--- config.mk ---
export PLATFORM = sky130hd
export DESIGN_NAME = score_ctrl_flat
export DESIGN_NICKNAME = d
export VERILOG_FILES = /design/src/rtl/score_ctrl_if.sv /design/src/rtl/score_ctrl.sv /design/src/flat_wrapper.sv
export SDC_FILE = /design/constraint.sdc
export NUM_CORES = 1
export LEC_CHECK = 0
export BUFFER_PORTS_ARGS = -buffer_cell sky130_fd_sc_hd__buf_2
export CORE_ASPECT_RATIO = 1.75
export CORE_MARGIN = 1.5
export CORE_UTILIZATION = 35
export DETAILED_ROUTE_END_ITERATION = 10
export PLACE_DENSITY = 0.52
export SLEW_MARGIN = 20
export SYNTH_ARGS = -nofsm -noshare
export SYNTH_HDL_FRONTEND = slang
export SYNTH_SLANG_ARGS = --single-unit
--- constraint.sdc ---
create_clock -name i_clk -period 2.95 [get_ports i_clk]
set_clock_uncertainty 0.1 [all_clocks]
set_input_delay 0.59 -clock i_clk [delete_from_list [all_inputs] [get_ports i_clk]]
set_output_delay 0.59 -clock i_clk [all_outputs]
set_load 0.05 [all_outputs]
--- src/rtl/score_ctrl_if.sv ---
// Bundle of frame/input strobes and score/state outputs exchanged between
// the game logic and score_ctrl.
interface score_ctrl_if;
  logic       i_frame_tick;
  logic       i_move;
  logic       i_collision;
  logic       i_restart;
  logic [6:0] o_score;
  logic [3:0] o_tens;
  logic [3:0] o_ones;
  logic [6:0] o_high_score;
  logic [1:0] o_state;
  logic       o_inc_pulse;

  modport master (
    output i_frame_tick, i_move, i_collision, i_restart,
    input  o_score, o_tens, o_ones, o_high_score, o_state, o_inc_pulse
  );

  modport slave (
    input  i_frame_tick, i_move, i_collision, i_restart,
    output o_score, o_tens, o_ones, o_high_score, o_state, o_inc_pulse
  );
endinterface

--- src/rtl/score_ctrl.sv ---
// Banner score sequencer: frame-gated, move-paced score with BCD digits,
// IDLE/RUN/OVER game state and a session high score.
module score_ctrl #(
  parameter int unsigned STEP_FRAMES = 8,
  parameter int unsigned MAX_SCORE   = 99
) (
  input logic        i_clk,
  input logic        i_rst,
  score_ctrl_if.slave bus
);

  typedef enum logic [1:0] {
    ST_IDLE = 2'b00,
    ST_RUN  = 2'b01,
    ST_OVER = 2'b10
  } state_t;

  state_t     state_q, state_d;
  logic [6:0] score_q, score_d;
  logic [3:0] tens_q,  tens_d;
  logic [3:0] ones_q,  ones_d;
  logic [6:0] high_q,  high_d;
  logic [7:0] cnt_q,   cnt_d;
  logic       inc_q,   inc_d;

  always_comb begin
    state_d = state_q;
    score_d = score_q;
    tens_d  = tens_q;
    ones_d  = ones_q;
    high_d  = high_q;
    cnt_d   = cnt_q;
    inc_d   = 1'b0;

    if (bus.i_frame_tick) begin
      case (state_q)
        ST_IDLE: begin
          cnt_d = '0;
          if (bus.i_move) state_d = ST_RUN;
        end
        ST_RUN: begin
          if (bus.i_collision) begin
            state_d = ST_OVER;
            cnt_d   = '0;
            if (score_q > high_q) high_d = score_q;
          end else if (!bus.i_move) begin
            cnt_d = '0;
          end else if (cnt_q == 8'(STEP_FRAMES - 1)) begin
            cnt_d = '0;
            if (score_q < 7'(MAX_SCORE)) begin
              score_d = score_q + 7'd1;
              inc_d   = 1'b1;
              // BCD tracked incrementally so no divider is needed
              if (ones_q == 4'd9) begin
                ones_d = '0;
                tens_d = tens_q + 4'd1;
              end else begin
                ones_d = ones_q + 4'd1;
              end
            end
          end else begin
            cnt_d = cnt_q + 8'd1;
          end
        end
        ST_OVER: begin
          if (bus.i_restart) begin
            state_d = ST_IDLE;
            score_d = '0;
            tens_d  = '0;
            ones_d  = '0;
            cnt_d   = '0;
          end
        end
        default: state_d = ST_IDLE;
      endcase
    end
  end

  always_ff @(posedge i_clk) begin
    if (i_rst) begin
      state_q <= ST_IDLE;
      score_q <= '0;
      tens_q  <= '0;
      ones_q  <= '0;
      high_q  <= '0;
      cnt_q   <= '0;
      inc_q   <= 1'b0;
    end else begin
      state_q <= state_d;
      score_q <= score_d;
      tens_q  <= tens_d;
      ones_q  <= ones_d;
      high_q  <= high_d;
      cnt_q   <= cnt_d;
      inc_q   <= inc_d;
    end
  end

  assign bus.o_score      = score_q;
  assign bus.o_tens       = tens_q;
  assign bus.o_ones       = ones_q;
  assign bus.o_high_score = high_q;
  assign bus.o_state      = state_q;
  assign bus.o_inc_pulse  = inc_q;

endmodule

--- src/flat_wrapper.sv ---
// flat-port wrapper written by rule: the top's interface ports become plain ports
module score_ctrl_flat 
#(
  parameter int unsigned STEP_FRAMES = 8,
  parameter int unsigned MAX_SCORE   = 99
)
  (i_clk, i_rst, bus_i_frame_tick, bus_i_move, bus_i_collision, bus_i_restart, bus_o_score, bus_o_tens, bus_o_ones, bus_o_high_score, bus_o_state, bus_o_inc_pulse);
  score_ctrl_if bus_i ();
  input logic i_clk;
  input logic i_rst;
  input wire logic [$bits(bus_i.i_frame_tick)-1:0] bus_i_frame_tick;
  input wire logic [$bits(bus_i.i_move)-1:0] bus_i_move;
  input wire logic [$bits(bus_i.i_collision)-1:0] bus_i_collision;
  input wire logic [$bits(bus_i.i_restart)-1:0] bus_i_restart;
  output wire logic [$bits(bus_i.o_score)-1:0] bus_o_score;
  output wire logic [$bits(bus_i.o_tens)-1:0] bus_o_tens;
  output wire logic [$bits(bus_i.o_ones)-1:0] bus_o_ones;
  output wire logic [$bits(bus_i.o_high_score)-1:0] bus_o_high_score;
  output wire logic [$bits(bus_i.o_state)-1:0] bus_o_state;
  output wire logic [$bits(bus_i.o_inc_pulse)-1:0] bus_o_inc_pulse;
  assign bus_i.i_frame_tick = bus_i_frame_tick;
  assign bus_i.i_move = bus_i_move;
  assign bus_i.i_collision = bus_i_collision;
  assign bus_i.i_restart = bus_i_restart;
  assign bus_o_score = bus_i.o_score;
  assign bus_o_tens = bus_i.o_tens;
  assign bus_o_ones = bus_i.o_ones;
  assign bus_o_high_score = bus_i.o_high_score;
  assign bus_o_state = bus_i.o_state;
  assign bus_o_inc_pulse = bus_i.o_inc_pulse;
  score_ctrl #(.STEP_FRAMES(STEP_FRAMES), .MAX_SCORE(MAX_SCORE)) u_core (.i_clk(i_clk), .i_rst(i_rst), .bus(bus_i));
endmodule
Yosys cells after proc, flatten, opt, wreduce, memory -nomap -nowiden --
Cells that the tools add are included.
Operators by class: reduce and logical (&&, ||, !) cells 9, $add $sub $neg 4, bitwise gates (word level) 4, $lt $le $gt $ge 2, muxes and demuxes 29, eq/ne operators 12
Operators with widths (number):
- 4-bit two-way mux | 11
- 7-bit two-way mux | 5
- 8-bit two-way mux | 4
- 8-bit one-hot mux with 3 select lines | 1
- 4-bit one-hot mux with 2 select lines | 2
- 7-bit one-hot mux with 2 select lines | 1
- 2-bit != test, second input constant | 5
- 4-bit by 1-bit adder with 4-bit output, second input constant | 2
- 8-bit by 1-bit adder with 8-bit output, second input constant | 1
- 8-bit by 3-bit == test with 1-bit output, second input constant | 1
- 4-bit AND reduction | 2
- 8-bit AND reduction | 1
- 7-bit by 1-bit adder with 7-bit output, second input constant | 1
- 7-bit > comparator | 1
- 7-bit less-than comparator, second input constant | 1
- 7-bit AND reduction | 1
- 2-bit two-way mux | 3
- 2-bit by 1-bit != test with 1-bit output, second input constant | 3
- 2-bit one-hot mux with 3 select lines | 1
- 6-bit OR reduction | 1
- 4-bit == test, second input constant | 1
- 1-bit NOT | 4
- 3-bit AND reduction | 1
- 3-bit nonzero test | 1
- 5 further kinds | 5
Storage, ports and cells: output and inout bits 25, logic and storage cells 67, input port bits 6, register bits 33

Longest topological paths before layout --
Gate-level depths: netlist (run 1).
depth in word-level cells 7, mapped depth 7, gate-level depth less buffers 7

Least setup slack after synthesis (run 1) --
OpenSTA, ideal clock, no wires.
kind register -> register, start register u_core.score_q[5], in the netlist u_core.bus.o_score[5], end register u_core.high_q[5], in the netlist u_core.bus.o_high_score[5], path slack 0.703 ns, arrival 2.020 ns, stages on the path, launching flop included 7, path buffers 0, clock period less this slack 2.247 ns, setup time 0.128 ns, cells stage by stage dfxtp_1 ha_1 and4_1 a21boi_0 o21ai_2 mux2i_1 nor2_1
On the way: cells in the longest elaborated chain, start to end 2
Ends and longest elaborated chain:
- from (decl) | line score_ctrl.sv:19 | logic [6:0] score_q, score_d;
- from (signal assigned) | line score_ctrl.sv:90 | score_q <= score_d;
- 7-bit > comparator | line score_ctrl.sv:45 | if (score_q > high_q) high_d = score_q;
- 4-bit AND reduction (no source line)
- to (signal assigned) | line score_ctrl.sv:93 | high_q <= high_d;
- to (decl) | line score_ctrl.sv:22 | logic [6:0] high_q, high_d;
Several ways; a longest one is shown, not always the timed one. A chain may end at the register's enable or synchronous reset.

Worst setup path after layout (run 1) --
start register u_core.cnt_q[0], end register u_core.tens_q[3], in the netlist u_core.bus.o_tens[3]
On the way: cells in the longest elaborated chain, start to end 3
Ends and longest elaborated chain:
- from (decl) | line score_ctrl.sv:23 | logic [7:0] cnt_q, cnt_d;
- from (signal assigned) | line score_ctrl.sv:94 | cnt_q <= cnt_d;
- 8-bit by 3-bit == test with 1-bit output | line score_ctrl.sv:48 | end else if (cnt_q == 8'(STEP_FRAMES - 1)) begin
- 2-bit by 1-bit != test with 1-bit output (no source line)
- 8-bit AND reduction (no source line)
- to (signal assigned) | line score_ctrl.sv:91 | tens_q <= tens_d;
- to (decl) | line score_ctrl.sv:20 | logic [3:0] tens_q, tens_d;
Every way passes these cells.

==> flow_summary.toml, run 1 <==
[grt]
grt-ovfl-total = 0
grt_first_pass_wirelength_um = 7113
gr-usage-all-layers = 0.1643
grt_max_degree = 28
grt_pass1_vias = 1562
antenna_found_initial = 0

[route]
wl_um = 4113
ant_nets = 0
viasPerCell = 5.409
dr.pass1.iters = 4
num_vias = 1574
drcViolationCount = 0
wl_per_cell_um = 14.13
drt_first_iter_violations = 27

[yosys]
synth-seq-cells = 33
ys_warn_count = 0
yosys-mux-area-fraction = 0.05125
syn-num-nets = 220
ys_types = 48
synth_fa_ha_area_frac = 0.08541
synthSimpleGateAreaFrac = 0.2520
synthArstFlopShare = 0
avgSynthCellArea_um2 = 8.703
syn_inst = 202
synth-xor-area-share = 0.02491
synth_top_family_by_area = "simple AND/OR/NAND/NOR gates"
synth_flop_cell = "dfxtp_1"
synth_compound_area_frac = 0.1651
ys_seq_area_frac = 0.3758
syn-cell-area_mm2 = 0.001758
synth_edf_count = 0

[hold_path]
hp-class = "flop to flop"
worstHoldStart = "u_core.bus.o_tens[3]"

[worst_setup_path]
ff2ff_setup_slack_ns = 0.78
max_stage_delay_ns = 0.46
worstPathMaxFanout = 12
crit_buf_inv = 0
crit_path_top_delay_cell = "or3_1"
cp-start-kind = "flop"
cp-end-kind = "flop"
startpoint = "u_core.cnt_q[0]"
r2r-start = "u_core.cnt_q[0]"
cp_cell_sequence = "ha_1, nand4bb_1, nor4_4, nand3_2, or3_1, o31ai_1"
required_ns = 3.06
arrival_ns = 2.28
crit_family = "simple AND/OR/NAND/NOR gates"
crit_type = "flop to flop"

[sta]
hold_violations = 0
hold_slack_ns = 0.3812
setup_viol_count_final = 0
rsz0062_at_grt = "false"
min_period_ns = 2.175
fin_setup_tns_ns = 0
fmax_mhz = 459.9
worst_slew_pin_slew_ns = 0.5167
min_period_over_period = 0.7372
slew_viol_final = 0
relSlewSlack = 0.6556

[die]
core_mm2 = 0.004892
row_count = 34
dieArea_mm2 = 0.005474
die_h_um = 96.76
initial_core_util = 0.3593
io_pins = 31
die_w_um = 56.58

[power]
leakage_nw = 0.8878
power.density_mw_per_mm2 = 427.7
ir_drop_mv = 0.3353

[final_layout]
syn_to_final_growth_pct = 17.44
drive_above_1_share = 0.2068
n_antenna_cell = 0
fill_cells = 481
fin_nets = 254

[clock_network]
cts.clk_slew.worst_paths_ns = 0.07
clockBufferDepth = 2
cts_tree = "done"
cts_num_sinks = 33
post_cts_resized = 0
hold_buffers = 0
root_buffer = "clkbuf_8"
cts_max_level = 2
cts_made_buffers = 5
post_cts_buffers = 0
clock_latency_ns = 0.29

[status]
outcome = "complete, no violations"

[run]
cap_violations = 0

[placed_design]
io_buffers = 30
routabilityCongestion = 0.7747
dpl.hpwl_um = 3054
## cell usage in the layout (no fill, tap or decap), types with 7 or more instances in the layout
cell,instances
a21oi_1,14
buf_2,30
clkbuf_8,7
dfxtp_1,33
ha_1,12
inv_1,14
mux2i_1,9
nand2_1,14
nand3_1,7
nor2_1,23
o21ai_0,14
## metal layers
metal,GRT usage,wire [um],up-vias
met5,0,0,-
met4,0.08242,110,0
met3,0.02941,140,8
met2,0.2996,2186,35
met1,0.1731,1675,737
li1,-,-,794
## state kept, by name (all words and copies together) (netlist names)
signal,cells
u_core.cnt_q,8
u_core.bus.o_high_score,7
u_core.bus.o_score,7
u_core.bus.o_ones,4
u_core.bus.o_tens,4
u_core.bus.o_state,2
u_core.bus.o_inc_pulse,1
## cell families (layout without fill, tap and decap cells)
family	after synthesis	in the layout
DFF	33	33
xor gates and xnor gates	5	5
and+or+nand+nor	77	77
adders and majority gates	12	12
AOI/OAI and AO/OA	47	47
muxes	9	9
buffers and inverters	19	54
## synth_stat cells, types with 2 or more instances
cell type,instances,area share
o21ai_0,14,0.040
nand3_2,2,0.011
and3_1,3,0.011
nand2b_1,2,0.0071
clkbuf_1,3,0.0064
o211ai_1,4,0.017
mux2i_1,9,0.051
inv_1,14,0.030
a21o_1,2,0.0085
ha_1,12,0.085
o31ai_1,2,0.0085
nand3_1,7,0.020
xor2_1,2,0.010
nand2_1,14,0.030
nand3b_1,3,0.013
xnor2_1,3,0.015
nor2b_1,2,0.0071
nor2_1,23,0.049
a21oi_1,14,0.040
or3_1,4,0.014
and4_1,2,0.010
nand4_1,2,0.0071
dfxtp_1,33,0.38
nor4_1,2,0.0071
## final timing paths
check	endpoint	cells after the start
worst min-delay path	u_core.bus.o_tens[3]	1
worst min register to register	u_core.bus.o_tens[3]	1
worst max-delay path	u_core.bus.o_tens[3]	6
worst max register to register	u_core.bus.o_tens[3]	6
## worst reg2reg max path, cell delays in order, from the launching register on
cell and delay (ns):
dfxtp_1 0.36, ha_1 0.21, nand4bb_1 0.17, nor4_4 0.26
nand3_2 0.30, or3_1 0.47, o31ai_1 0.23
## cell type report
class	instances	area (um2)	area share
multi-input cells	150	1017	0.4927
flip-flops and latches	33	660.6	0.3200
repair buffers	32	165.2	0.08000
clock buffers	7	96.34	0.04667
well taps	54	67.56	0.03273
inverters	14	52.55	0.02545
clock inverters	1	5.005	0.002424
## report_power, final
group	switching, mW	total, mW	internal, mW	leakage, nW
clock	0.174	0.385	0.211	0.0542
combinational	0.0315	0.0461	0.0147	0.567
sequential	0.00368	0.452	0.448	0.266
total	0.209	0.883	0.674	0.888
## through the flow
| stage | worst slack (ns) | instances | power (mW) | util | area, um2 |
|---|---|---|---|---|---|
| 5_1_grt | 0.6063 | 291 | 0.9172 | 0.4220 | 2064 |
| 3_3_place_gp | 0.7719 | 283 | 0.5084 | 0.4013 | 1963 |
| 2_1_floorplan | 0.7028 | 202 | 0.4932 | - | 1758 |
| 4_1_cts | 0.7655 | 291 | 0.8964 | 0.4220 | 2064 |
| 3_5_place_dp | 0.7208 | 283 | 0.5084 | 0.4013 | 1963 |
| 6_report | 0.7754 | 291 | 0.8830 | 0.4220 | 2064 |
Note: power is estimated with default switching activity, not from simulation.
==> inputs of run 2 (changes only) <==
--- a/config.mk
+++ b/config.mk
@@ -10,7 +10,7 @@
 export CORE_MARGIN = 1.5
 export CORE_UTILIZATION = 35
 export DETAILED_ROUTE_END_ITERATION = 10
-export PLACE_DENSITY = 0.52
+export PLACE_DENSITY = 0.54
 export SLEW_MARGIN = 20
 export SYNTH_ARGS = -nofsm -noshare
 export SYNTH_HDL_FRONTEND = slang
==> constraint.sdc (replaced) <==
create_clock -name i_clk -period 2 [get_ports i_clk]
set_clock_uncertainty 0.1 [all_clocks]
set_input_delay 0.4 -clock i_clk [delete_from_list [all_inputs] [get_ports i_clk]]
set_output_delay 0.4 -clock i_clk [all_outputs]
set_load 0.05 [all_outputs]
==> run 2 against run 1 <==
Against the previous run: total power grew 40%; combinational power increased by 71%; wire length increased by 10%; sequential share of layout area fell by 2.7 points; core utilization up 5.7 points; largest cell class unchanged; highest routed layer unchanged.
==> flow_summary.toml, run 2 (synthesis gave the netlist of run 1 again) <==
[clock_network]
clockBufferDepth = 2
cts_max_level = 2
cts.clk_slew.worst_paths_ns = 0.07
hold_buffers = 0
cts_tree = "done"
cts_made_buffers = 5
root_buffer = "clkbuf_8"
cts_num_sinks = 33
clock_latency_ns = 0.29

[sta]
slew_viol_final = 0
min_period_ns = 1.909
min_period_over_period = 0.9546
setup_viol_count_final = 0
hold_slack_ns = 0.3256
fmax_mhz = 523.8
hold_violations = 0
worst_slew_pin_slew_ns = 0.3266
relSlewSlack = 0.7806

[grt]
antenna_found_initial = 0
grt-ovfl-total = 0
grt_first_pass_wirelength_um = 7790
busiest_layer = "met2"
grt_max_degree = 17
gr-usage-all-layers = 0.1778
grt_pass1_vias = 1734
grtUsageMet2 = 0.3381
use_met1 = 0.1814
grt.met3_usage = 0.03209

[die]
core_mm2 = 0.004892
io_pins = 31
initial_core_util = 0.3593
dieArea_mm2 = 0.005474
row_count = 34
die_w_um = 56.58
die_h_um = 96.76

[route]
viasPerCell = 5.310
drcViolationCount = 0
drt_first_iter_violations = 39
dr.pass1.iters = 4
ant_nets = 0
num_vias = 1694
wl_per_cell_um = 14.20
wl_um = 4531

[power]
leakage_nw = 1.038
power.density_mw_per_mm2 = 528.6
ir_drop_mv = 0.3949
power_mw = 1.239

[hold_path]
hp-class = "input pin to flop"

[status]
outcome = "complete, no violations"

[worst_setup_path]
cp-start-kind = "flop"
cp-end-kind = "flop"
required_ns = 2.12
arrival_ns = 2.03
worstPathMaxFanout = 5
crit_type = "flop to flop"

[final_layout]
most-common-layout-cells = "buf_2 (30), buf_4 (28), nor2_1 (23), dfxtp_1 (16), dfxtp_2 (15)"
utilization = 0.4793
n_antenna_cell = 0
fin_nets = 282
drive_above_1_share = 0.3736
largest_register_ffs = 8
final_common_cell = "buf_2"
syn_to_final_growth_pct = 33.38
fill_cells = 494
largest-register = "u_core.cnt_q"

[run]
cap_violations = 0

[placed_design]
routabilityCongestion = 0.7752
dpl.hpwl_um = 3274
io_buffers = 30
[run 2: cell types whose count changed in the layout (fill, tap and decap cells not counted), sizes merged]
| cell | change |
|---|---|
| buf | +28 |
| clkbuf | -1 |
| clkinv | +1 |
[run 2: layout make-up]
class	count	area [um2]	share of cell area
clock inverter	2	10.01	0.004269
clock buffer	6	72.57	0.03095
sequential	33	686.9	0.2930
timing repair buffer	60	391.6	0.1670
tap	54	67.56	0.02882
inverter	14	52.55	0.02241
multi-input combinational	150	1064	0.4536
[run 2: stage by stage]
stage / worst slack (ns) / setup TNS (ns) / instance area, um2 / std cells
after global placement: -0.008262 / -0.01441 / 2085 / 296
after floorplan: 0.01210 / 0 / 1782 / 202
after global routing: -0.01925 / -0.04755 / 2345 / 319
after CTS: 0.008281 / 0 / 2317 / 317
after detailed placement: -0.02943 / -0.04572 / 2085 / 296
final: 0.09072 / 0 / 2345 / 319
[run 2: final timing paths]
| check | start | end | slack (ns) | depth (start not counted) |
|---|---|---|---|---|
| min reg2reg | u_core.bus.o_ones[0] | u_core.bus.o_ones[0] | 0.39 | 2 |
| max reg2reg | u_core.cnt_q[0] | u_core.bus.o_score[3] | 0.09 | 7 |
| min | i_rst | u_core.bus.o_ones[2] | 0.33 | 2 |
| max | u_core.cnt_q[0] | u_core.bus.o_score[3] | 0.09 | 7 |
[run 2: what timing repair did]
item | in CTS | in global routing
setup endpoints to repair | 4 | 13
gates resized for setup | 10 | 2
setup buffers | 13 | 3
pin swaps | 5 | 4
[run 2: routing by layer]
metal	up-vias	share of wire
li1	845	-
met1	812	0.40
met2	30	0.55
met3	7	0.026
met4	0	0.018
met5	-	0
[run 2: critical path, cell delays in order (launching register included)]
cell       delay [ns]
dfxtp_2          0.35
ha_4             0.16
nand4bb_4        0.12
nor4_4           0.25
nand3_2          0.18
buf_6            0.17
or3b_1           0.34
a21oi_1          0.16
[run 2: power breakdown]
part           total (mW)  internal, mW  switching, mW
logic              0.0790        0.0297         0.0493
registers           0.665         0.659        0.00619
clock network       0.496         0.241          0.254
